`src/rtl/gpio_irq_srv.sv`:
```
// gpio_irq_srv
//   Owns the gpio register bus and shares it between a host master and an
//   internal interrupt-service engine. On gpio irq the engine reads the
//   interrupt vector, clears it, and queues non-zero vectors in an event FIFO.
//   The host therefore never has to poll the vector register.
//
// Ports
//   clk, rstn                 clock (rising edge), async active-low reset
//   h_req/h_addr/h_we/h_wd    host request; fields held stable until h_gnt
//   h_gnt, h_rd               host grant (combinational) and read data
//   p_addr/p_we/p_wd          gpio bus outputs
//   p_rd, p_irq               gpio read data (combinational) and interrupt
//   ev_valid/ev_data/ev_ready event FIFO head and pop handshake
//   ev_cnt                    event FIFO occupancy
module gpio_irq_srv #(
  parameter int          gpio_w   = 8,
  parameter int          FIFO_D   = 4,
  parameter logic [31:0] VEC_ADDR = 32'h14,
  parameter int          HOLDOFF  = 1
) (
  input  logic                      clk,
  input  logic                      rstn,
  input  logic                      h_req,
  input  logic [31:0]               h_addr,
  input  logic                      h_we,
  input  logic [31:0]               h_wd,
  output logic                      h_gnt,
  output logic [31:0]               h_rd,
  output logic [31:0]               p_addr,
  output logic                      p_we,
  output logic [31:0]               p_wd,
  input  logic [31:0]               p_rd,
  input  logic                      p_irq,
  output logic                      ev_valid,
  output logic [gpio_w-1:0]         ev_data,
  input  logic                      ev_ready,
  output logic [$clog2(FIFO_D):0]   ev_cnt
);

  localparam int PW = $clog2(FIFO_D);
  localparam int CW = PW + 1;
  localparam int HW = $clog2(HOLDOFF + 1);

  localparam logic [1:0] IDLE    = 2'd0;
  localparam logic [1:0] RD_VEC  = 2'd1;
  localparam logic [1:0] CLR_VEC = 2'd2;
  localparam logic [1:0] HOLD    = 2'd3;

  localparam logic SVC  = 1'b0;
  localparam logic HOST = 1'b1;

  logic [1:0]        state, state_nxt;
  logic              last_owner, last_owner_nxt;
  logic [HW-1:0]     hold_cnt;
  logic [gpio_w-1:0] vec_r;

  logic [gpio_w-1:0] mem [FIFO_D];
  logic [PW-1:0]     wr_ptr, rd_ptr;
  logic [CW-1:0]     count;

  logic full, svc_wins, push, pop;

  assign full     = (count == CW'(FIFO_D));
  // Round-robin: service yields to a waiting host only if it owned the bus last.
  assign svc_wins = p_irq && !full && (!h_req || (last_owner == HOST));

  always_comb begin
    state_nxt      = state;
    last_owner_nxt = last_owner;
    h_gnt          = 1'b0;
    h_rd           = '0;
    p_addr         = '0;
    p_we           = 1'b0;
    p_wd           = '0;
    case (state)
      IDLE: begin
        if (svc_wins) begin
          state_nxt      = RD_VEC;
          last_owner_nxt = SVC;
        end else if (h_req) begin
          h_gnt          = 1'b1;
          p_addr         = h_addr;
          p_we           = h_we;
          p_wd           = h_wd;
          h_rd           = p_rd;
          last_owner_nxt = HOST;
        end
      end
      RD_VEC: begin
        p_addr    = VEC_ADDR;
        state_nxt = CLR_VEC;
      end
      CLR_VEC: begin
        p_addr    = VEC_ADDR;
        p_we      = 1'b1;
        state_nxt = HOLD;
      end
      HOLD: begin
        if (hold_cnt <= HW'(1)) state_nxt = IDLE;
      end
      default: state_nxt = IDLE;
    endcase
    // Outputs must read zero the moment reset asserts, even in IDLE with h_req up.
    if (!rstn) begin
      h_gnt  = 1'b0;
      h_rd   = '0;
      p_addr = '0;
      p_we   = 1'b0;
      p_wd   = '0;
    end
  end

  always_ff @(posedge clk or negedge rstn) begin
    if (!rstn) begin
      state      <= IDLE;
      last_owner <= SVC;
      hold_cnt   <= '0;
      vec_r      <= '0;
    end else begin
      state      <= state_nxt;
      last_owner <= last_owner_nxt;
      if (state_nxt == HOLD && state != HOLD) hold_cnt <= HW'(HOLDOFF);
      else if (state == HOLD)                 hold_cnt <= hold_cnt - HW'(1);
      if (state == RD_VEC) vec_r <= p_rd[gpio_w-1:0];
    end
  end

  // A zero vector means the irq was spurious, so nothing is queued for it.
  assign push = (state == CLR_VEC) && (vec_r != '0) && (!full || pop);
  assign pop  = (count != '0) && ev_ready;

  always_ff @(posedge clk or negedge rstn) begin
    if (!rstn) begin
      wr_ptr <= '0;
      rd_ptr <= '0;
      count  <= '0;
      for (int i = 0; i < FIFO_D; i++) mem[i] <= '0;
    end else begin
      if (push) begin
        mem[wr_ptr] <= vec_r;
        wr_ptr      <= wr_ptr + PW'(1);
      end
      if (pop) rd_ptr <= rd_ptr + PW'(1);
      case ({push, pop})
        2'b10:   count <= count + CW'(1);
        2'b01:   count <= count - CW'(1);
        default: count <= count;
      endcase
    end
  end

  assign ev_valid = (count != '0);
  assign ev_data  = ev_valid ? mem[rd_ptr] : '0;
  assign ev_cnt   = count;

endmodule
```
`config.mk`:
```
export PLATFORM = sky130hd
export DESIGN_NAME = gpio_irq_srv
export DESIGN_NICKNAME = d
export VERILOG_FILES = /design/src/rtl/gpio_irq_srv.sv
export SDC_FILE = /design/constraint.sdc
export NUM_CORES = 1
export LEC_CHECK = 0
export CAP_MARGIN = 20
export CORE_UTILIZATION = 36
export DETAILED_ROUTE_END_ITERATION = 7
export PLACE_DENSITY = 0.81
export RECOVER_POWER = 100
export SYNTH_ARGS = -nofsm -noshare
export SYNTH_HDL_FRONTEND = slang
export SYNTH_SLANG_ARGS = --single-unit
```
`constraint.sdc`:
```
create_clock -name clk -period 3.3 [get_ports clk]
set_input_delay 0.66 -clock clk [delete_from_list [all_inputs] [get_ports clk]]
set_output_delay 0.66 -clock clk [all_outputs]
set_load 0.01 [all_outputs]
```
==> reports/qor.csv, run 1 <==
metric;value;unit
critPathKind;flip-flop to output pin;
overflow;0;
slew_violations;0;
rsz0062_at_grt;no;
die-area;0.00908;mm2
start_util;0.378;
worst_ep_required_time;2.64;ns
place_area;0.00541;mm2
dr.pass1.iters;4;
cts_htree_levels;2;
root_buffer;clkbuf_8;
total_power;3.47;mW
grt_pass1_wl;15300;um
drc_errors;0;
antenna_found_initial;0;
finish.instance_area;0.00548;mm2
synth-seq-cells;50;
cts_tree;yes;
antenna_cells;0;
coreArea;0.00830;mm2
avgSynthCellArea;11.1;um2
cts_hold_buf;0;
final_common_cell;clkdlybuf4s50_1;
gp_congestion;0.874;
fin_ws;0.117;ns
finalSetupViolations;0;
p_leak;2.38;nW
status;complete, no violations;
p_per_area;633;mW/mm2
fin_crit_sh;0.965;
rows;33;
hold_ws;0.510;ns
slew_headroom;0.202;
clk_latency;0.31;ns
finalHoldViolations;0;
path_max_fanout;33;
start_kind;flip-flop;
synth_warnings;0;
cap_violations;0;
drive_gt1_frac;0.156;
vias;2886;
grt_pass1_vias;2728;
worst_pin_slew;1.20;ns
viasPerCell;4.77;
syn_inst;282;
ys_types;35;
hold_path_class;flip-flop to flip-flop;
area_delta_synth_final;74.8;%
drtIter0Drc;42;
yosysSeqAreaShare;0.399;
grt_usage;0.226;
peakVddDrop;0.000573;V
final_nets;611;
numPlacedInstances;594;
finalWorstPathRequiredPeriod;3.18;ns
dpl_worst_slack;-0.0388;ns
netlist_area;0.00313;mm2
fin_cells;605;
cts_buffer_depth;2;
die_h;95.3;um
grt_max_degree;66;
final_cell_mix;clkdlybuf4s50_1, and2_1, dfrtp_1;
finalClockSkew;0.0113;ns
final_util;0.660;
dp_hpwl;8550;um
fmaxAchievable;314;MHz
numPortBuffers;211;
io_pins;212;
tns;0;ns
cts.sinks;50;
synth_nets;394;
ant_nets;0;
numCtsBuffers;5;
cp_data_arrival_time;2.52;ns
routed_wl;10800;um
cts.clk_slew.worst_paths;0.09;ns
endpoint_kind;output pin;
dieWidth;95.3;um
post_drt_wl_per_cell;17.8;um
## area by class of cell
class                   count  area [um2]
clock buffers               5        68.8
clock inverters             3        18.8
fillers                   693        2820
inverters                  14        52.6
multi-input cells         204        1770
flip-flops and latches     50        1250
well taps                 105         131
repair buffers            224        2180
## routing by layer
| layer | wire length, um | GRT usage | part of all wire | vias to the layer above |
|---|---|---|---|---|
| met5 | 0 | 0 | 0 | - |
| met4 | 191 | 0.0606 | 0.018 | 0 |
| met3 | 676 | 0.0470 | 0.063 | 16 |
| met2 | 5690 | 0.405 | 0.53 | 94 |
| met1 | 4220 | 0.272 | 0.39 | 1404 |
| li1 | - | - | - | 1372 |
## power by group
part	total (mW)	switching, mW	internal, mW
Sequential	1.23	0.295	0.938
Clock	0.350	0.201	0.149
Combinational	1.89	0.749	1.14
Total	3.47	1.24	2.22
## kinds of logic (layout without fill, tap and decap cells)
logic type	Yosys count	after routing	share of synthesized area
AOI/OAI and AO/OA	14	14	0.0447
xor gates and xnor gates	6	6	0.0168
adders and majority gates	10	10	0.0423
buffers and inverters	28	246	0.0375
DFF	50	50	0.399
muxes	51	51	0.212
and+or+nand+nor	123	123	0.248
## flip-flops by register name (all words and copies together), names as in the netlist
register	cells
ev_cnt	3
mem	32
state	2
last_owner	1
wr_ptr	2
vec_r	8
rd_ptr	2
## path summary, 6_finish.rpt
check | startpoint | to | slack (ns) | depth (start not counted)
max reg2reg | vec_r[1]$_DFFE_PN0N_ | ev_cnt[2]$_DFFE_PN0P_ | 0.42 | 9
min | mem[12]$_DFFE_PN0P_ | mem[12]$_DFFE_PN0P_ | 0.51 | 1
min in group asynchronous | rstn | mem[16]$_DFFE_PN0P_ | 0.91 | 2
min reg2reg | mem[12]$_DFFE_PN0P_ | mem[12]$_DFFE_PN0P_ | 0.51 | 1
max in group asynchronous | rstn | ev_cnt[1]$_DFFE_PN0P_ | 1.57 | 2
max | ev_cnt[0]$_DFFE_PN0P_ | h_rd[12] | 0.12 | 6
## critical path: stages (launching register included)
cell             delay [ns]
dfrtp_2                0.46
or3b_4                 0.42
a311oi_4               0.31
buf_4                  0.17
buf_12                 0.16
and2_0                 0.16
clkdlybuf4s50_1        0.54
## synth_stat cells, drive strengths merged
cell type,count,area [um2]
o32ai,1,8.76
mux2,42,473
xnor2,3,26.3
nand3,1,5.00
inv,14,52.6
nor4,2,25.0
a211oi,5,57.6
clkbuf,11,47.5
a21oi,1,5.00
nand2,6,22.5
nor2b,1,6.26
mux2i,1,10.0
a31oi,1,6.26
xor2,3,26.3
buf,3,17.5
fa,1,20.0
nand3b,1,7.51
or3b,1,11.3
o41ai,2,17.5
or3,1,6.26
a22oi,1,7.51
and2,103,644
a311oi,2,30.0
nor4b,1,15.0
ha,9,113
nor3,1,5.00
nor2,2,7.51
nor3b,1,7.51
dfrtp,50,1250
o31ai,1,7.51
mux4,8,180
nand2b,2,12.5
## timing repair
item                                    CTS  global route
endpoints found under the setup margin   27            60
gates resized for setup                  27             7
cloned                                    0             1
pin swaps                                 0             1
buffers inserted                          0             2
Note: power is estimated with default switching activity, not from simulation.
==> run 2, diff against run 1 <==
Settings changed: ABC_AREA set to 1, CORE_UTILIZATION 36 to 38, GPL_TIMING_DRIVEN set to 1, PLACE_DENSITY 0.81 to 0.82.
==> run 2 against run 1 <==
The flow now finishes with violations (DRC, capacitance limit, slew limit). First-iteration DRC count rose to 4.5 times the previous value. Via count grew 33%. Power rose by 3.8%. Critical endpoint is now p_wd[0]. Highest routed layer unchanged. Worst setup slack got worse by 0.0014 ns. Final area rose by 4.8%. Non-clock buffer count shrank 4. Hold slack lost 0.062 ns. Area after synthesis is 12% higher. Sequential share of layout area fell by 1.1 points. Register-to-register slack improved by 0.52 ns. Critical path depth up 1.
==> reports/qor.csv, run 2 <==
metric;value;unit
status;finished with violations;
violations;DRC, capacitance limit, slew limit;
path_max_fanout;20;
cp_data_arrival_time;2.52;ns
critPathKind;input pin to output pin;
worst_ep_required_time;2.64;ns
crit_cells;7;
synthTopCellsByCount;inv_1, nand2_1, nor2_1, dfrtp_1, nor2_2;
dieWidth;98.3;um
finalHoldViolations;0;
synth_top_area_cell;dfrtp_1;
worstPathCellList;clkdlybuf4s50_1, nand2_1, nand3_4, nand3_4, buf_6, nor2_1, dlygate4sd3_1;
cp_slowest_cell;dlygate4sd3_1;
area_delta_synth_final;62.8;%
p_per_area;627;mW/mm2
synth_warnings;0;
drive_gt1_frac;0.103;
peakVddDrop;0.000307;V
ys_types;25;
async_flop_share;1.00;
grt_max_degree;45;
overflow;0;
r2r-start;state[0]$_DFFE_PN0P_;
reg2regPathDepth;7;
cts_buffer_depth;2;
drc_errors;2;
routed_wl;12200;um
cpMostUsedCell;nand3_4;
hold_path_class;input pin to asynchronous set/reset pin;
rsz0062_at_grt;no;
coreArea;0.00885;mm2
rows;34;
final_common_cell;clkdlybuf4s50_1;
worst_pin_slew;2.23;ns
cap_violations;1;
root_buffer;clkbuf_8;
io_pins;212;
cts_htree_levels;2;
finalClockSkew;0.00483;ns
syn_inst;489;
viasPerCell;4.81;
die-area;0.00966;mm2
grt.busiest_layer;met2;
grt_usage;0.254;
largest_register_ffs;32;
numPortBuffers;211;
yosysSeqAreaShare;0.355;
die_h;98.3;um
grt_pass1_wl;19300;um
ant_nets;0;
netlist_area;0.00352;mm2
final_cell_mix;clkdlybuf4s50_1, inv_1, nand2_1;
synth-edff-count;0;
worstReg2RegEnd;mem[17]$_DFFE_PN0P_;
vias;3843;
tns;0;ns
dp_hpwl;9920;um
cts.clk_slew.worst_paths;0.08;ns
largest_register;mem;
synth_top_area_share;0.355;
slowest_delay;0.63;ns
gr-usage-met2;0.472;
fmaxAchievable;314;MHz
slew_headroom;-0.490;
crit_path_end;p_wd[0];
synth_most_common_cell;inv_1;
gr-usage-met3;0.0694;
grt_use_met1;0.278;
gp_congestion;0.879;
start_kind;input pin;
numCtsBuffers;5;
avgSynthCellArea;7.21;um2
final_nets;802;
cts_tree;yes;
synth_nets;601;
slew_violations;45;
fin_crit_sh;0.965;
critPathTopFamily;buffers and inverters;
grt_pass1_vias;3805;
drtIter0Drc;190;
endpoint_kind;output pin;
start_util;0.398;
p_leak;2.87;nW
total_power;3.60;mW
post_drt_wl_per_cell;15.2;um
dr.pass1.iters;6;
finalWorstPathRequiredPeriod;3.18;ns
critPathLaunch;h_req;
synth-seq-cells;50;
antenna_found_initial;0;
finalSetupViolations;0;
synth_top_flop_cell;dfrtp_1;
cts.sinks;50;
cts_setup_buffers;0;
critPathBufInv;3;
clk_latency;0.30;ns
synth_area_leaders;dfrtp_1, inv_1, nand2_1;
r2r_setup_slack;0.94;ns
antenna_cells;0;
run 2: worst min path at each step:
stage / from / to / slack [ns]
finish: rstn / state[0]$_DFFE_PN0P_ / 0.45
global placement: mem[5]$_DFFE_PN0P_ / mem[5]$_DFFE_PN0P_ / 0.45
CTS: rstn / vec_r[0]$_DFFE_PN0N_ / 0.32
detailed placement: mem[20]$_DFFE_PN0P_ / mem[20]$_DFFE_PN0P_ / 0.45
floorplan: rstn / ev_cnt[0]$_DFFE_PN0P_ / 0.36
global route: rstn / vec_r[0]$_DFFE_PN0N_ / 0.47
run 2: power by group:
group          switching (mW)  total (mW)  internal (mW)
Clock                   0.194       0.362          0.169
Sequential              0.305        1.22          0.918
Combinational            1.12        2.01          0.890
Total                    1.62        3.60           1.98
run 2: layout make-up:
type                            count  area, um2
Timing Repair Buffer              220       2160
Clock inverter                      2       12.5
Clock buffer                        6       82.6
Multi-Input combinational cell    325       1760
Sequential cell                    50       1250
Fill cell                         739       3110
Tap cell                          108        135
Inverter                           88        330
run 2: cell families after synthesis:
group,share of synthesized area
compound gates,0.0590
flops,0.355
xor+xnor,0.00746
fa+ha+maj,0.0376
simple gates,0.393
buf+inv,0.147
run 2: layer usage:
layer  vias up  wire, um
li1       1882         -
met1      1767      4420
met2       162      6350
met3        32       972
met4         0       424
met5         -         0
run 2: timing repair:
action | 4_1_cts | 5_1_grt
endpoints found under the setup margin | 0 | 16
gates resized for setup | 0 | 6
hold buffers | 0 | 0
run 2: worst register-to-register path, cell delays in order, from the launching register on:
cell	delay, ns
dfrtp_1	0.41
inv_1	0.12
ha_1	0.22
nand2_1	0.12
nor2_4	0.10
clkbuf_1	0.98
nand3_1	0.22
nand2_1	0.13
run 2: per-stage QoR:
stage                     worst slack [ns]  cell area, um2  hold WS [ns]  utilization  cells
after floorplan                       1.22            3520         0.364            -    489
after global placement              0.0807            5690         0.449        0.643    791
after detailed placement            0.0803            5690         0.453        0.643    791
after CTS                           0.0776            5780         0.321        0.654    799
after global routing                0.0262            5740         0.473        0.648    799
final                                0.115            5740         0.447        0.648    799
